### src/rtl/load_unit.sv
// load_unit: multi-cycle load unit between execute and the data-memory port.
// Takes one load (funct3 + byte address), issues one aligned word read, or two
// when the addressed bytes straddle a word boundary, assembles the bytes and
// sign/zero-extends them to XLEN. Illegal funct3 codes, and boundary-crossing
// loads when MISALIGNED_EN=0, complete with resp_fault=1 and no memory traffic.
//
// Ports
//   clk, reset                      clock, async active-high reset
//   req_valid/req_ready             request handshake
//   req_funct3, req_addr            RISC-V load funct3 and byte address
//   mem_req_valid/mem_req_ready     memory read-request handshake
//   mem_addr                        word-aligned read address
//   mem_rvalid, mem_rdata           read data return (little-endian word)
//   resp_valid/resp_ready           result handshake
//   resp_data, resp_fault           extended result, fault flag
//
// state | meaning
// IDLE  | ready for a request
// REQ1  | first (or only) word read requested
// WAIT1 | waiting for first word
// REQ2  | second word read requested (boundary-crossing load)
// WAIT2 | waiting for second word
// RESP  | result presented until consumer accepts
module load_unit #(
  parameter int XLEN          = 32,
  parameter int ADDR_W        = 32,
  parameter bit MISALIGNED_EN = 1'b1
) (
  input  logic              clk,
  input  logic              reset,
  input  logic              req_valid,
  output logic              req_ready,
  input  logic [2:0]        req_funct3,
  input  logic [ADDR_W-1:0] req_addr,
  output logic              mem_req_valid,
  input  logic              mem_req_ready,
  output logic [ADDR_W-1:0] mem_addr,
  input  logic              mem_rvalid,
  input  logic [XLEN-1:0]   mem_rdata,
  output logic              resp_valid,
  input  logic              resp_ready,
  output logic [XLEN-1:0]   resp_data,
  output logic              resp_fault
);

  localparam int NB    = XLEN / 8;
  localparam int OFF_W = $clog2(NB);

  typedef enum logic [2:0] {IDLE, REQ1, WAIT1, REQ2, WAIT2, RESP} state_t;

  // Access size in bytes; 0 marks an illegal code for this XLEN.
  function automatic logic [3:0] size_of(input logic [2:0] f3);
    logic [3:0] s;
    case (f3)
      3'b000, 3'b100: s = 4'd1;
      3'b001, 3'b101: s = 4'd2;
      3'b010:         s = 4'd4;
      3'b110:         s = (XLEN == 64) ? 4'd4 : 4'd0;
      3'b011:         s = (XLEN == 64) ? 4'd8 : 4'd0;
      default:        s = 4'd0;
    endcase
    return s;
  endfunction

  function automatic logic crosses(input logic [OFF_W-1:0] off, input logic [3:0] size);
    return (int'(off) + int'(size)) > NB;
  endfunction

  function automatic logic [ADDR_W-1:0] align(input logic [ADDR_W-1:0] a);
    return {a[ADDR_W-1:OFF_W], {OFF_W{1'b0}}};
  endfunction

  // cat = {word1, word0}; for single-word loads word1 is don't-care (zero).
  function automatic logic [XLEN-1:0] extract(input logic [2*XLEN-1:0] cat,
                                              input logic [OFF_W-1:0]  off,
                                              input logic [2:0]        f3);
    logic [2*XLEN-1:0] sh;
    logic [XLEN-1:0]   r;
    sh = cat >> {off, 3'b000};
    case (f3)
      3'b000:  r = XLEN'($signed(sh[7:0]));
      3'b100:  r = XLEN'(sh[7:0]);
      3'b001:  r = XLEN'($signed(sh[15:0]));
      3'b101:  r = XLEN'(sh[15:0]);
      3'b010:  r = XLEN'($signed(sh[31:0]));
      3'b110:  r = XLEN'(sh[31:0]);
      default: r = sh[XLEN-1:0];
    endcase
    return r;
  endfunction

  state_t            state_q, state_d;
  logic [2:0]        funct3_q, funct3_d;
  logic [ADDR_W-1:0] addr_q, addr_d;
  logic [XLEN-1:0]   word0_q, word0_d;
  logic [XLEN-1:0]   resp_data_q, resp_data_d;
  logic              resp_fault_q, resp_fault_d;
  logic              req_ready_q, req_ready_d;
  logic              mem_req_valid_q, mem_req_valid_d;
  logic [ADDR_W-1:0] mem_addr_q, mem_addr_d;
  logic              resp_valid_q, resp_valid_d;
  logic [OFF_W-1:0]  off_q;

  assign off_q = addr_q[OFF_W-1:0];

  always_comb begin
    state_d      = state_q;
    funct3_d     = funct3_q;
    addr_d       = addr_q;
    word0_d      = word0_q;
    resp_data_d  = resp_data_q;
    resp_fault_d = resp_fault_q;

    case (state_q)
      IDLE: begin
        if (req_valid) begin
          funct3_d     = req_funct3;
          addr_d       = req_addr;
          resp_data_d  = '0;
          resp_fault_d = 1'b0;
          if (size_of(req_funct3) == 4'd0 ||
              (!MISALIGNED_EN && crosses(req_addr[OFF_W-1:0], size_of(req_funct3)))) begin
            resp_fault_d = 1'b1;
            state_d      = RESP;
          end else begin
            state_d = REQ1;
          end
        end
      end
      REQ1: if (mem_req_ready) state_d = WAIT1;
      WAIT1: begin
        if (mem_rvalid) begin
          word0_d = mem_rdata;
          if (crosses(off_q, size_of(funct3_q))) begin
            state_d = REQ2;
          end else begin
            resp_data_d = extract({{XLEN{1'b0}}, mem_rdata}, off_q, funct3_q);
            state_d     = RESP;
          end
        end
      end
      REQ2: if (mem_req_ready) state_d = WAIT2;
      WAIT2: begin
        if (mem_rvalid) begin
          resp_data_d = extract({mem_rdata, word0_q}, off_q, funct3_q);
          state_d     = RESP;
        end
      end
      RESP: begin
        if (resp_ready) begin
          resp_data_d  = '0;
          resp_fault_d = 1'b0;
          state_d      = IDLE;
        end
      end
      default: state_d = IDLE;
    endcase

    // Outputs are registered: derive them from the state being entered.
    req_ready_d     = (state_d == IDLE);
    mem_req_valid_d = (state_d == REQ1) || (state_d == REQ2);
    resp_valid_d    = (state_d == RESP);
    if (state_d == REQ1)      mem_addr_d = align(addr_d);
    else if (state_d == REQ2) mem_addr_d = align(addr_d) + ADDR_W'(NB);  // wraps at top of memory
    else                      mem_addr_d = '0;
  end

  always_ff @(posedge clk or posedge reset) begin
    if (reset) begin
      state_q         <= IDLE;
      funct3_q        <= '0;
      addr_q          <= '0;
      word0_q         <= '0;
      resp_data_q     <= '0;
      resp_fault_q    <= 1'b0;
      req_ready_q     <= 1'b1;
      mem_req_valid_q <= 1'b0;
      mem_addr_q      <= '0;
      resp_valid_q    <= 1'b0;
    end else begin
      state_q         <= state_d;
      funct3_q        <= funct3_d;
      addr_q          <= addr_d;
      word0_q         <= word0_d;
      resp_data_q     <= resp_data_d;
      resp_fault_q    <= resp_fault_d;
      req_ready_q     <= req_ready_d;
      mem_req_valid_q <= mem_req_valid_d;
      mem_addr_q      <= mem_addr_d;
      resp_valid_q    <= resp_valid_d;
    end
  end

  assign req_ready     = req_ready_q;
  assign mem_req_valid = mem_req_valid_q;
  assign mem_addr      = mem_addr_q;
  assign resp_valid    = resp_valid_q;
  assign resp_data     = resp_data_q;
  assign resp_fault    = resp_fault_q;

endmodule

### config.mk
export PLATFORM = sky130hd
export DESIGN_NAME = load_unit
export DESIGN_NICKNAME = d
export VERILOG_FILES = /design/src/rtl/load_unit.sv
export SDC_FILE = /design/constraint.sdc
export NUM_CORES = 1
export LEC_CHECK = 0
export CAP_MARGIN = 20
export CORE_UTILIZATION = 50
export DETAILED_ROUTE_END_ITERATION = 8
export PLACE_DENSITY = 0.82
export SYNTH_ARGS = -nofsm -noshare
export SYNTH_HDL_FRONTEND = slang
export SYNTH_SLANG_ARGS = --single-unit
### constraint.sdc
create_clock -name clk -period 11.3 [get_ports clk]
set_input_delay 2.26 -clock clk [delete_from_list [all_inputs] [get_ports clk]]
set_output_delay 2.26 -clock clk [all_outputs]
set_load 0.03 [all_outputs]
==> out/summary.md, run 1 <==
The final cell count without fillers was 1159; the slew of the pin with the lowest slew margin was 1.11 ns. The power density relative to cell area is 316 mW/mm^2, and the violation count after the first detailed-routing iteration is 676. For the final routed database, the setup TNS stands at 0 ns. The tree is rooted in a clkbuf_16. The logs give 1.40 mW for the total net switching power and 1124 for the placed cell count. The run gives 11.60 ns as the required time reported for the critical path endpoint. The cell occurring most often along the worst timing path was nand2_1. The worst clock skew is 0.00741 ns, and the part of the total power dissipated in combinational logic is 51.6%. The tightest min-delay check is of the reg2reg type. Yosys instantiated no cell more often than nand2_1. The run gives 29.9% as the power share of the sequential group. After clock tree synthesis, the flow added hold-fix buffers numbering 0. In this run the most critical hold path is launched from word0_q[6].

Counting the buffers created by CTS gives 17. The tools report the number of global-route vias before repair as 6948. Critical path launch point type: a primary input.

The first global-routing pass estimated 35.7 mm of wire. Dividing the synthesized area by the synthesized cell count gives 9.63 um^2. The logs give 45 for the total number of placement rows and 0 for the total count of max-transition violations in the final report.

The placed wire-length estimate after detailed placement is 14.4 mm. In the routed layout, each cell is associated on average with a via count of 6.19. The share of power burned in the clock network is 18.5%.

Of all cell types, the one taking the most synthesized area is dfrtp_1. Ranked by total cell area, the synthesized netlist is headed by dfrtp_1, mux2i_1, nand2_1. The time the worst path needs with I/O delays and setup works out to 4.73 ns.

The post-placement setup slack is 6.08 ns, and the highest net fanout along the worst path is 29. The setup slack of the critical path after layout is 6.57 ns. The headroom to the max-slew limit is 25.9%, and the gate count after technology mapping is 830.

The layout overhead on the synthesized area was 26.6%. At the end of the flow, the number of nets in the layout was 1012. In this run the remaining antenna-violating nets after routing total 0.

The weighted congestion reported at the end of routability-driven placement was 0.874. Of all flip-flops after synthesis, the portion carrying an async set or reset was 100%. The endpoint identified for the worst register-to-register timing path is mem_addr[25].

Summing over every cut layer, the via total after detailed routing is 7176. The number of stages on the worst hold path came out at 1. The Yosys step of the flow raised 0 warnings. The full die area came out at 0.0165 mm^2. The portion of the clock cycle consumed by the worst path in the final layout is 41.8%.

Prevailing post-synth register cell: dfrtp_1. Netlist area before placement: 0.00800 mm^2. The run finished with clean final reports. Global routing used 27.9% of the available tracks. The clock tree synthesis step divided the H-tree into 4 levels.

The number of setup buffers added after CTS is 0. The internal power of the cells totals 1.80 mW. The ratio of cells with drive above 1 in the final layout was 12.2%. Number of cells upsized or downsized after cts: 0.

Yosys mapped a number of flops with a built-in enable equal to 0. Cell area reported after detailed placement: 0.00946 mm^2. Global routing finished with a remaining overflow of 0.

The final instance area was 0.0101 mm^2. Setup repair after global routing left no endpoint under its margin. The buffer and inverter count on the worst path is 2. The critical-path cell with the highest stage delay was clkdlybuf4s50_1. The count of cell types in the netlist is 69, and the share of the synthesized area in the top cell type is 42.2%. Synthesis inferred 136 register bits. Across the run, the number of max-cap violations was 0. The kind of cell with the highest combined delay along the critical path is simple AND/OR/NAND/NOR gates.

Slack of the worst reg-to-reg path: 7.10 ns. For the largest buffer count on any clock path, the log shows 2. The analysis attributes to cell leakage a power of 4.12 nW. The worst register-to-register path begins at funct3_q[1]. The largest single stage delay on the critical path is 0.52 ns. The tools report the hold path endpoint as word0_q[6]. For the I/O pin count, the log shows 141. The first detailed-routing pass ran for 5 iterations. VDD sags by at most 0.161 mV.

On the final layout, the worst hold slack is 0.507 ns. Starting utilization of the core area: 51.8%. TritonCTS built the clock tree.

After clock tree synthesis, the clock-pin slew on the worst setup and hold paths is 0.06 ns. After floorplanning, the core was sized to cover 0.0154 mm^2. Sort of element at the end of the critical path: a register. The number of design rule violations left after detail routing was 0. The run gives 65.6% as the final core utilization. The switching share of total power was 43.7%; the number of hold violations in the final report was 0. 0 antenna diodes ended up in the layout. The logs give 81 for the largest net degree at the start of global routing and 1224 for the fill cell instance count of the final layout.

The worst register-to-register path has a depth of 11. The floorplan step set the die height to 128 um. The portion of the post-synthesis area used by sequential elements is 42.6%, and the count of port buffers added during placement is 138. After detailed routing, the average wire length per cell comes to 19.0 um.

The initial antenna violation count came out at 0. The design draws 3.20 mW. The commonest cells after synthesis are nand2_1, dfrtp_1, mux2i_1.

The number of sinks handled by clock tree synthesis was 136. Walking the worst path, the cells encountered are clkdlybuf4s50_1 -> or3b_1 -> a21o_1 -> nand2_1 -> nand2_1 -> inv_2 -> nand2_1 -> o41ai_1. Setup violations remaining at the end of the flow were counted as 0.

The run gives 22.0 mm as the overall routed net length. The worst setup path is of the in2reg kind. The width of the die was 128 um; the timing-limited maximum frequency was 212 MHz.

Data on the critical path arrives at its endpoint at 5.02 ns. For the worst-skew pair later-pin latency, the log shows 0.43 ns.
[area by class of cell]
cell class | count | area [um^2] | share of cell area, %
repair buffers | 151 | 1490 | 14.7
clock buffers | 19 | 453 | 4.48
well taps | 211 | 264 | 2.61
flip-flops and latches | 136 | 3410 | 33.7
multi-input cells | 610 | 4260 | 42.0
inverters | 19 | 76.3 | 0.754
clock inverters | 13 | 176 | 1.74
[kinds of logic (layout without fill, tap and decap cells)]
group,after synthesis,in the layout,synth area share [%]
fa+ha+maj,4,4,0.720
buf+inv,85,202,4.66
simple gates,318,318,20.1
xor+xnor,4,4,0.438
flops,136,136,42.6
mux,115,115,16.3
compound gates,167,167,15.1
other cells,1,2,0.0469
[worst reg2reg max path, delay by kind of cell (launching register included)]
family                   cells  cell delay, ns
AND/OR/NAND/NOR              3            1.01
flip-flops                   1            0.76
buffers and inverters        2            0.62
adder cells (fa/ha/maj)      2            0.73
AO/OA/AOI/OAI                3            0.67
multiplexers                 1            0.29
[worst max path at each step]
stage          slack (ns)        from  cells past startpoint       endpoint
2_1_floorplan        5.40       reset                      1      addr_q[0]
3_3_place_gp         6.18   req_valid                      8   mem_addr[14]
3_5_place_dp         6.08  mem_rvalid                      7  resp_data[14]
4_1_cts              6.51  mem_rvalid                      7  resp_data[14]
5_1_grt              6.40   req_valid                      9   mem_addr[22]
6_report             6.57   req_valid                      8   mem_addr[25]
[registers in the layout (all words and copies together), names as in the netlist]
register and count:
mem_addr 30, resp_valid 1, funct3_q 3, mem_req_valid 1, addr_q 32, resp_data 32, req_ready 1, word0_q 32
state_q 3, resp_fault 1
[cell usage in the layout, fill, tap and decap left out, drive strengths merged, types with 9 or more instances in the layout]
| cell type | n |
|---|---|
| nand2 | 145 |
| clkdlybuf4s50 | 138 |
| dfrtp | 135 |
| mux2i | 63 |
| mux2 | 44 |
| nor2 | 33 |
| a21oi | 30 |
| nand3 | 28 |
| o21ai | 22 |
| nor3 | 19 |
| inv | 19 |
| clkbuf | 19 |
| nor4 | 17 |
| a31oi | 16 |
| o221ai | 16 |
| nor4b | 13 |
| buf | 13 |
| o21a | 11 |
| nor2b | 9 |
| and2 | 9 |
[routing by layer]
| layer | vias up | track usage (%) | share of wire (%) |
|---|---|---|---|
| li1 | 3260 | - | - |
| met1 | 3490 | 37.2 | 40 |
| met2 | 378 | 45.5 | 49 |
| met3 | 48 | 5.65 | 8.8 |
| met4 | 0 | 9.97 | 2.2 |
| met5 | - | 0 | 0 |
[power groups by stage]
| stage | clock [mW] | sequential [mW] | combinational (mW) |
|---|---|---|---|
| after floorplan | 0 | 1.03 | 1.05 |
| after global placement | 0 | 0.945 | 1.57 |
| after detailed placement | 0 | 0.955 | 1.61 |
| after CTS | 0.597 | 0.954 | 1.63 |
| after global routing | 0.622 | 0.988 | 1.79 |
| final | 0.591 | 0.957 | 1.65 |
(Power assumes the default switching activity.)
==> inputs of run 2 (changes only) <==
==> constraint.sdc (replaced) <==
create_clock -name clk -period 4.9 [get_ports clk]
set_input_delay 0.98 -clock clk [delete_from_list [all_inputs] [get_ports clk]]
set_output_delay 0.98 -clock clk [all_outputs]
set_load 0.03 [all_outputs]
==> run 2 against run 1 <==
  * Flip-flop and latch count did not move
  * Global-route usage fell by 0.49 points
  * Combinational power rose by 140%
  * Non-clock buffer count rose by 6
  * Clock-buffer cell count rose by 2
  * Sequential share of layout area fell by 0.19 points
  * Die area did not move
  * Routed wire length fell by 0.92%
  * Hold slack got worse by 0.017 ns
  * Critical path depth rose by 4
  * First-iteration DRC count rose by 13%
  * Clock power rose by 140%
  * Largest cell class unchanged
==> out/summary.md, run 2 (synthesis results as in run 1) <==
The worst clock skew was 0.00972 ns; the final worst hold slack was 0.490 ns. In this run the remaining antenna-violating nets after routing total 0. The run gives 6711 as the number of global-route vias before repair. The overall track demand over capacity in global routing came out at 27.5%. The run gives 0.0154 mm^2 as the area of the placeable core. The critical path launch point type was a register.

Wire length of the first global-routing pass: 34.8 mm. The category of the critical setup timing path was reg2reg. The count of port buffers added during placement is 138, and the largest buffer count on any clock path is 2. After the first detailed-routing iteration, the DRC count stood at 766. After legalization and detailed placement, the total HPWL measured 14.9 mm. The setup TNS after final layout is 0 ns, and the layout overhead on the synthesized area is 27.3%. Of the available clock period, the critical path in the final layout requires 80.3%.

STA puts the critical path data arrival time at 4.24 ns. The number of setup buffers added after CTS is 0. The slowest stage of the critical path is the inv_2 cell.

The library cells used most frequently in the layout, excluding fill and tap cells, are nand2_1, clkdlybuf4s50_1, dfrtp_1, mux2i_1, mux2_2. The run gives 0.0165 mm^2 as the full die area. For this configuration, the core starts out at a cell density of 51.8%.

The initialized floorplan defines 45 standard-cell rows. The vertical die dimension is 128 um. The hold-fix buffer count after cts was 0; the total count of max-transition violations in the final report was 0. The power after layout was 7.43 mW; the power density relative to cell area was 730 mW/mm^2. Traced cell by cell, the critical path runs through buf_4 -> or2_2 -> inv_1 -> ha_1 -> fa_1 -> o21ai_0 -> mux2_2 -> a21oi_1 -> nand2_1 -> inv_2 -> nand3_1 -> o41ai_1. Pin placement for this block handled 141 I/O pins.

The time the worst path needs with I/O delays and setup is 3.93 ns, and the timing-limited maximum frequency is 254 MHz. For the largest net degree at the start of global routing, the log shows 79. The largest voltage drop on the vdd net was 0.408 mV; the initial antenna violation count was 0.

The delay of the slowest critical-path stage is 0.54 ns. The flow ran to the end, and the final reports show no timing, DRC or antenna violations. The number of design rule violations left after detail routing was 0; the ratio of cells with drive above 1 in the final layout was 12.6%. Setup repair after global routing left no endpoint under its margin. Headroom to the max-slew limit came out at 28.6%.

Summed over all layers, the routed wires come to 21.8 mm. CTS saw 136 sinks. Max-cap violations in this run came to 0.

In the final routed layout, each cell accounts on average for 18.7 um. For this design the static power due to leakage is 4.15 nW. Leftover overflow at the end of global routing: 0. TritonCTS built the clock tree. Required time reported for the critical path endpoint: 5.20 ns. The later pin in the worst-skew pair is clocked with a latency of 0.43 ns. After layout, the worst setup slack is 0.967 ns. The post-placement setup slack is 0.820 ns, and the level count of the clock H-tree is 4.

For the pin with the worst max-slew slack, the measured transition is 1.07 ns. Using the TritonRoute via totals, the vias-per-cell ratio works out to 6.18. Measured along the x axis, the die boundary spans 128 um. The total CTS buffers is 17, and the first-pass iteration count of the detailed router is 5. In the final design database the tool counted 1018 nets.

The total number of vias is 7204. Setup violations remaining at the end of the flow were counted as 0. Weighted congestion reported at the end of routability-driven placement: 0.856. The most frequent standard cell in the layout excluding fill and tap cells is nand2_1. Along the worst path, the maximum fanout reaches 29.

The clock root buffer master is clkbuf_16. The tightest min-delay check is of the reg2reg type. Gates resized during post-CTS repair numbered 0. The number of hold violations in the final report is 0, and the antenna diode count is 0. The run gives 66.0% as the final core utilization. Clock-pin slew was measured on the worst setup and hold paths at 0.06 ns.

The sort of element at the end of the critical path is a register.
## run 2: cell count changes in the layout (fill, tap and decap cells not counted), sizes merged
| cell | before | now |
|---|---|---|
| clkinv | 6 | 3 |
| bufinv | 4 | 5 |
| buf | 13 | 18 |
| clkbuf | 19 | 22 |
## run 2: area by class of cell
cell class	count	area [um^2]
clock buffers	21	460
clock inverters	11	195
fillers	1255	5250
inverters	19	76.3
multi-input cells	610	4260
flip-flops and latches	136	3410
well taps	211	264
repair buffers	157	1520
## run 2: report_power, final
group	leakage, nW	internal, mW	switching (mW)	total (mW)
clock	0.309	0.930	0.486	1.42
combinational	2.14	1.63	2.33	3.96
sequential	1.69	1.66	0.393	2.06
total	4.15	4.22	3.21	7.43
## run 2: worst paths after layout
check                      slack, ns            end           from  cells after the start
setup / recovery                0.97   mem_addr[14]    funct3_q[1]                     12
hold / removal                  0.49  resp_data[12]  resp_data[12]                      1
setup reg to reg                0.97   mem_addr[14]    funct3_q[1]                     12
hold reg to reg                 0.49  resp_data[12]  resp_data[12]                      1
max in group asynchronous       2.98      req_ready          reset                      3
min in group asynchronous       1.00     addr_q[21]          reset                      2
## run 2: routing by layer
| layer | wire length, um | track usage (%) | vias up |
|---|---|---|---|
| li1 | - | - | 3270 |
| met1 | 9180 | 37.7 | 3489 |
| met2 | 10200 | 43.1 | 393 |
| met3 | 1930 | 5.49 | 52 |
| met4 | 523 | 10.5 | 0 |
| met5 | 0 | 0 | - |
## run 2: critical path: cells and delay by family, from the launching register on
family / cells / cell delay [ns]
compound gates: 3 / 0.65
fa+ha+maj: 2 / 0.74
buf+inv: 3 / 0.85
flops: 1 / 0.32
mux: 1 / 0.29
simple gates: 3 / 0.96
## run 2: stage by stage
stage | std cells | cell area, um^2
3_3_place_gp | 1131 | 9510
4_1_cts | 1163 | 10200
3_5_place_dp | 1131 | 9510
2_1_floorplan | 831 | 8000
5_1_grt | 1165 | 10200
6_report | 1165 | 10200
==> inputs of run 3 (changes only) <==
==> constraint.sdc (replaced) <==
create_clock -name clk -period 4.1 [get_ports clk]
set_input_delay 0.82 -clock clk [delete_from_list [all_inputs] [get_ports clk]]
set_output_delay 0.82 -clock clk [all_outputs]
set_load 0.03 [all_outputs]
==> run 3 against run 2 <==
  * Clock skew fell by 0.0022 ns
  * Clock power grew 17%
  * Clock-buffer cell count is the same
  * Critical path depth fell by 3
  * Maximum frequency grew 12%
  * Global-route usage grew 0.24 points
  * Hold slack improved by 0.0033 ns
  * Critical path type unchanged
==> out/summary.md, run 3 (synthesis results as in run 1) <==
The flow ran to the end, and the final reports show no timing, DRC or antenna violations. The portion of the clock cycle consumed by the worst path in the final layout came out at 85.3%. The run gives 0.0154 mm^2 as the area of the placeable core. Across every metal layer, demand over resource in global routing totals 27.7%. Global routing finished with a remaining overflow of 0. The wire length of the first global-routing pass is 35.4 mm. The first-pass iteration count of the detailed router came out at 5. The power density relative to cell area is 874 mW/mm^2, and the fill cell instance count of the final layout is 1187.

Data on the critical path arrives at its endpoint at 3.80 ns. The run gives 4.16 nW as the leakage power of the design. The post-route netlist has 12.6% of its cells at a drive strength greater than 1.

The worst pin sits at a relative slew slack of 30.3%. The category of the critical setup timing path was reg2reg. The via count normalized by instance count was 6.05. The number of design rule violations left after detail routing was 0.

The most frequent standard cell in the layout excluding fill and tap cells is nand2_1. For the worst setup path, the data required time is 4.41 ns. Detailed placement finished with a half-perimeter wire length of 14.7 mm. Setup total negative slack on the finished layout was measured at 0 ns.

The layout overhead on the synthesized area was 27.8%; the setup slack of the critical path after layout was 0.601 ns. The run gives 0 as the initial antenna violation count. The worst setup path is captured at a register. The run gives 6754 as the number of global-route vias before repair. For hold timing, the worst endpoint is resp_data[8].

The number of hold violations in the final report is 0. The top cell types in the final layout, fill and taps aside, are nand2_1, clkdlybuf4s50_1, dfrtp_1, mux2i_1, mux2_2. Port buffering added 138 buffers. Post-CTS setup buffer count: 0. Total CTS buffers: 17. Critical register-to-register path startpoint: funct3_q[0]. For this run, the post-layout net count is 1020.

The largest net degree at the start of global routing is 137, and the total number of vias is 7054. The number of stages on the worst hold path is 1, and the I/O pin count is 141. The slack of the worst reg-to-reg path was 0.60 ns. The time the worst path needs with I/O delays and setup was 3.50 ns. Critical path launch point type: a register.

Setup violations remaining at the end of the flow were counted as 0. Across the whole layout, storage elements account for 0.00341 mm^2. Measured along the x axis, the die boundary spans 128 um. The hold-fix buffer count after cts was 0; the number of sinks handled by clock tree synthesis was 136. The floorplan has 45 rows. The worst clock skew was 0.00752 ns. The initial utilization of the core area, before any placement, comes to 51.8%.

TritonCTS built the clock tree. For the largest buffer count on any clock path, the log shows 2. Max-cap violations in this run came to 0. The timing-limited maximum frequency is 286 MHz, and the vertical die dimension is 128 um. The slew of the pin with the lowest slew margin came out at 1.03 ns. Setup repair after global routing left no endpoint under its margin. The routed design has 21.9 mm of wire.

For the worst flop-to-flop path, the logic depth is 9. The logs give 0.873 for the weighted congestion reported at the end of routability-driven placement and 0.496 mV for the largest voltage drop on the vdd net. Per-cell routed wire length: 18.8 um. The total count of max-transition violations in the final report was 0.

In this run the most critical hold path is launched from resp_data[8]. The number of gates resized after CTS was 0. The clock reaches the later pin of the worst-skew pair after 0.42 ns.

In this run the remaining antenna-violating nets after routing total 0. In the final layout, the multi-input gates occupy 0.00426 mm^2. Register clock-pin slew on the reported worst setup and hold paths: 0.05 ns. Antenna diode count: 0.

CTS placed an instance of clkbuf_16 at the clock tree root. The full die area is 0.0165 mm^2. In this run the worst path has a maximum fanout of 49. For this block, the initial DRC count from the detailed router was 668.

The level count of the clock H-tree is 4. The endpoint identified for the worst register-to-register timing path is resp_data[14]. OpenSTA, run right after detailed placement, puts the worst setup slack at 0.283 ns. In this run the worst hold path is classified as reg2reg.
[run 3: cell types whose count changed in the layout (fill, tap and decap cells not counted)]
cell and change:
buf_12 +3, buf_2 -1, buf_8 +1, clkbuf_2 -1, clkinv_2 +2, clkinv_4 -2, clkinvlp_4 -1, inv_6 -1
[run 3: critical path, cell delays in order, from the launching register on]
cell,delay (ns)
dfrtp_1,0.37
or2_2,0.47
inv_1,0.11
ha_1,0.18
fa_1,0.44
o21ai_0,0.26
mux2_2,0.23
a22o_2,0.72
o221ai_1,0.39
o21a_1,0.20
[run 3: worst max path at each step]
stage	startpoint	slack (ns)	endpoint
global placement	req_valid	0.39	mem_addr[22]
detailed placement	req_valid	0.28	mem_addr[22]
global route	funct3_q[0]	0.43	resp_data[25]
finish	funct3_q[0]	0.60	resp_data[14]
floorplan	funct3_q[0]	0.73	resp_data[10]
CTS	funct3_q[0]	0.66	resp_data[14]
[run 3: per-layer routing]
layer  vias up  part of all wire (%)  wire length, um  track usage [%]
li1       3273                     -                -                -
met1      3365                    43             9450             38.5
met2       381                    47            10300             43.2
met3        35                   8.2             1800             5.61
met4         0                   2.0              436             9.69
met5         -                     0                0                0
[run 3: through the flow]
stage	std cells	hold WS, ns	power (mW)	cell area (um^2)	utilization, %
after floorplan	831	0.459	5.73	8000	-
after global placement	1134	0.476	7.06	9570	62.0
after detailed placement	1134	0.487	7.16	9570	62.0
after CTS	1164	0.499	8.87	10200	66.1
after global routing	1165	0.507	9.47	10200	66.2
final	1165	0.493	8.93	10200	66.2
[run 3: layout make-up]
cell class                      count  share of cell area (%)
Clock buffer                       21                    4.51
Clock inverter                      9                    1.69
Timing Repair Buffer              159                    15.5
Multi-Input combinational cell    610                    41.6
Tap cell                          211                    2.58
Inverter                           19                   0.735
Sequential cell                   136                    33.3
[run 3: report_power, final]
group / leakage (nW) / internal [mW] / switching (mW)
registers: 1.69 / 1.99 / 0.484
clock network: 0.309 / 1.10 / 0.558
logic: 2.16 / 2.00 / 2.80
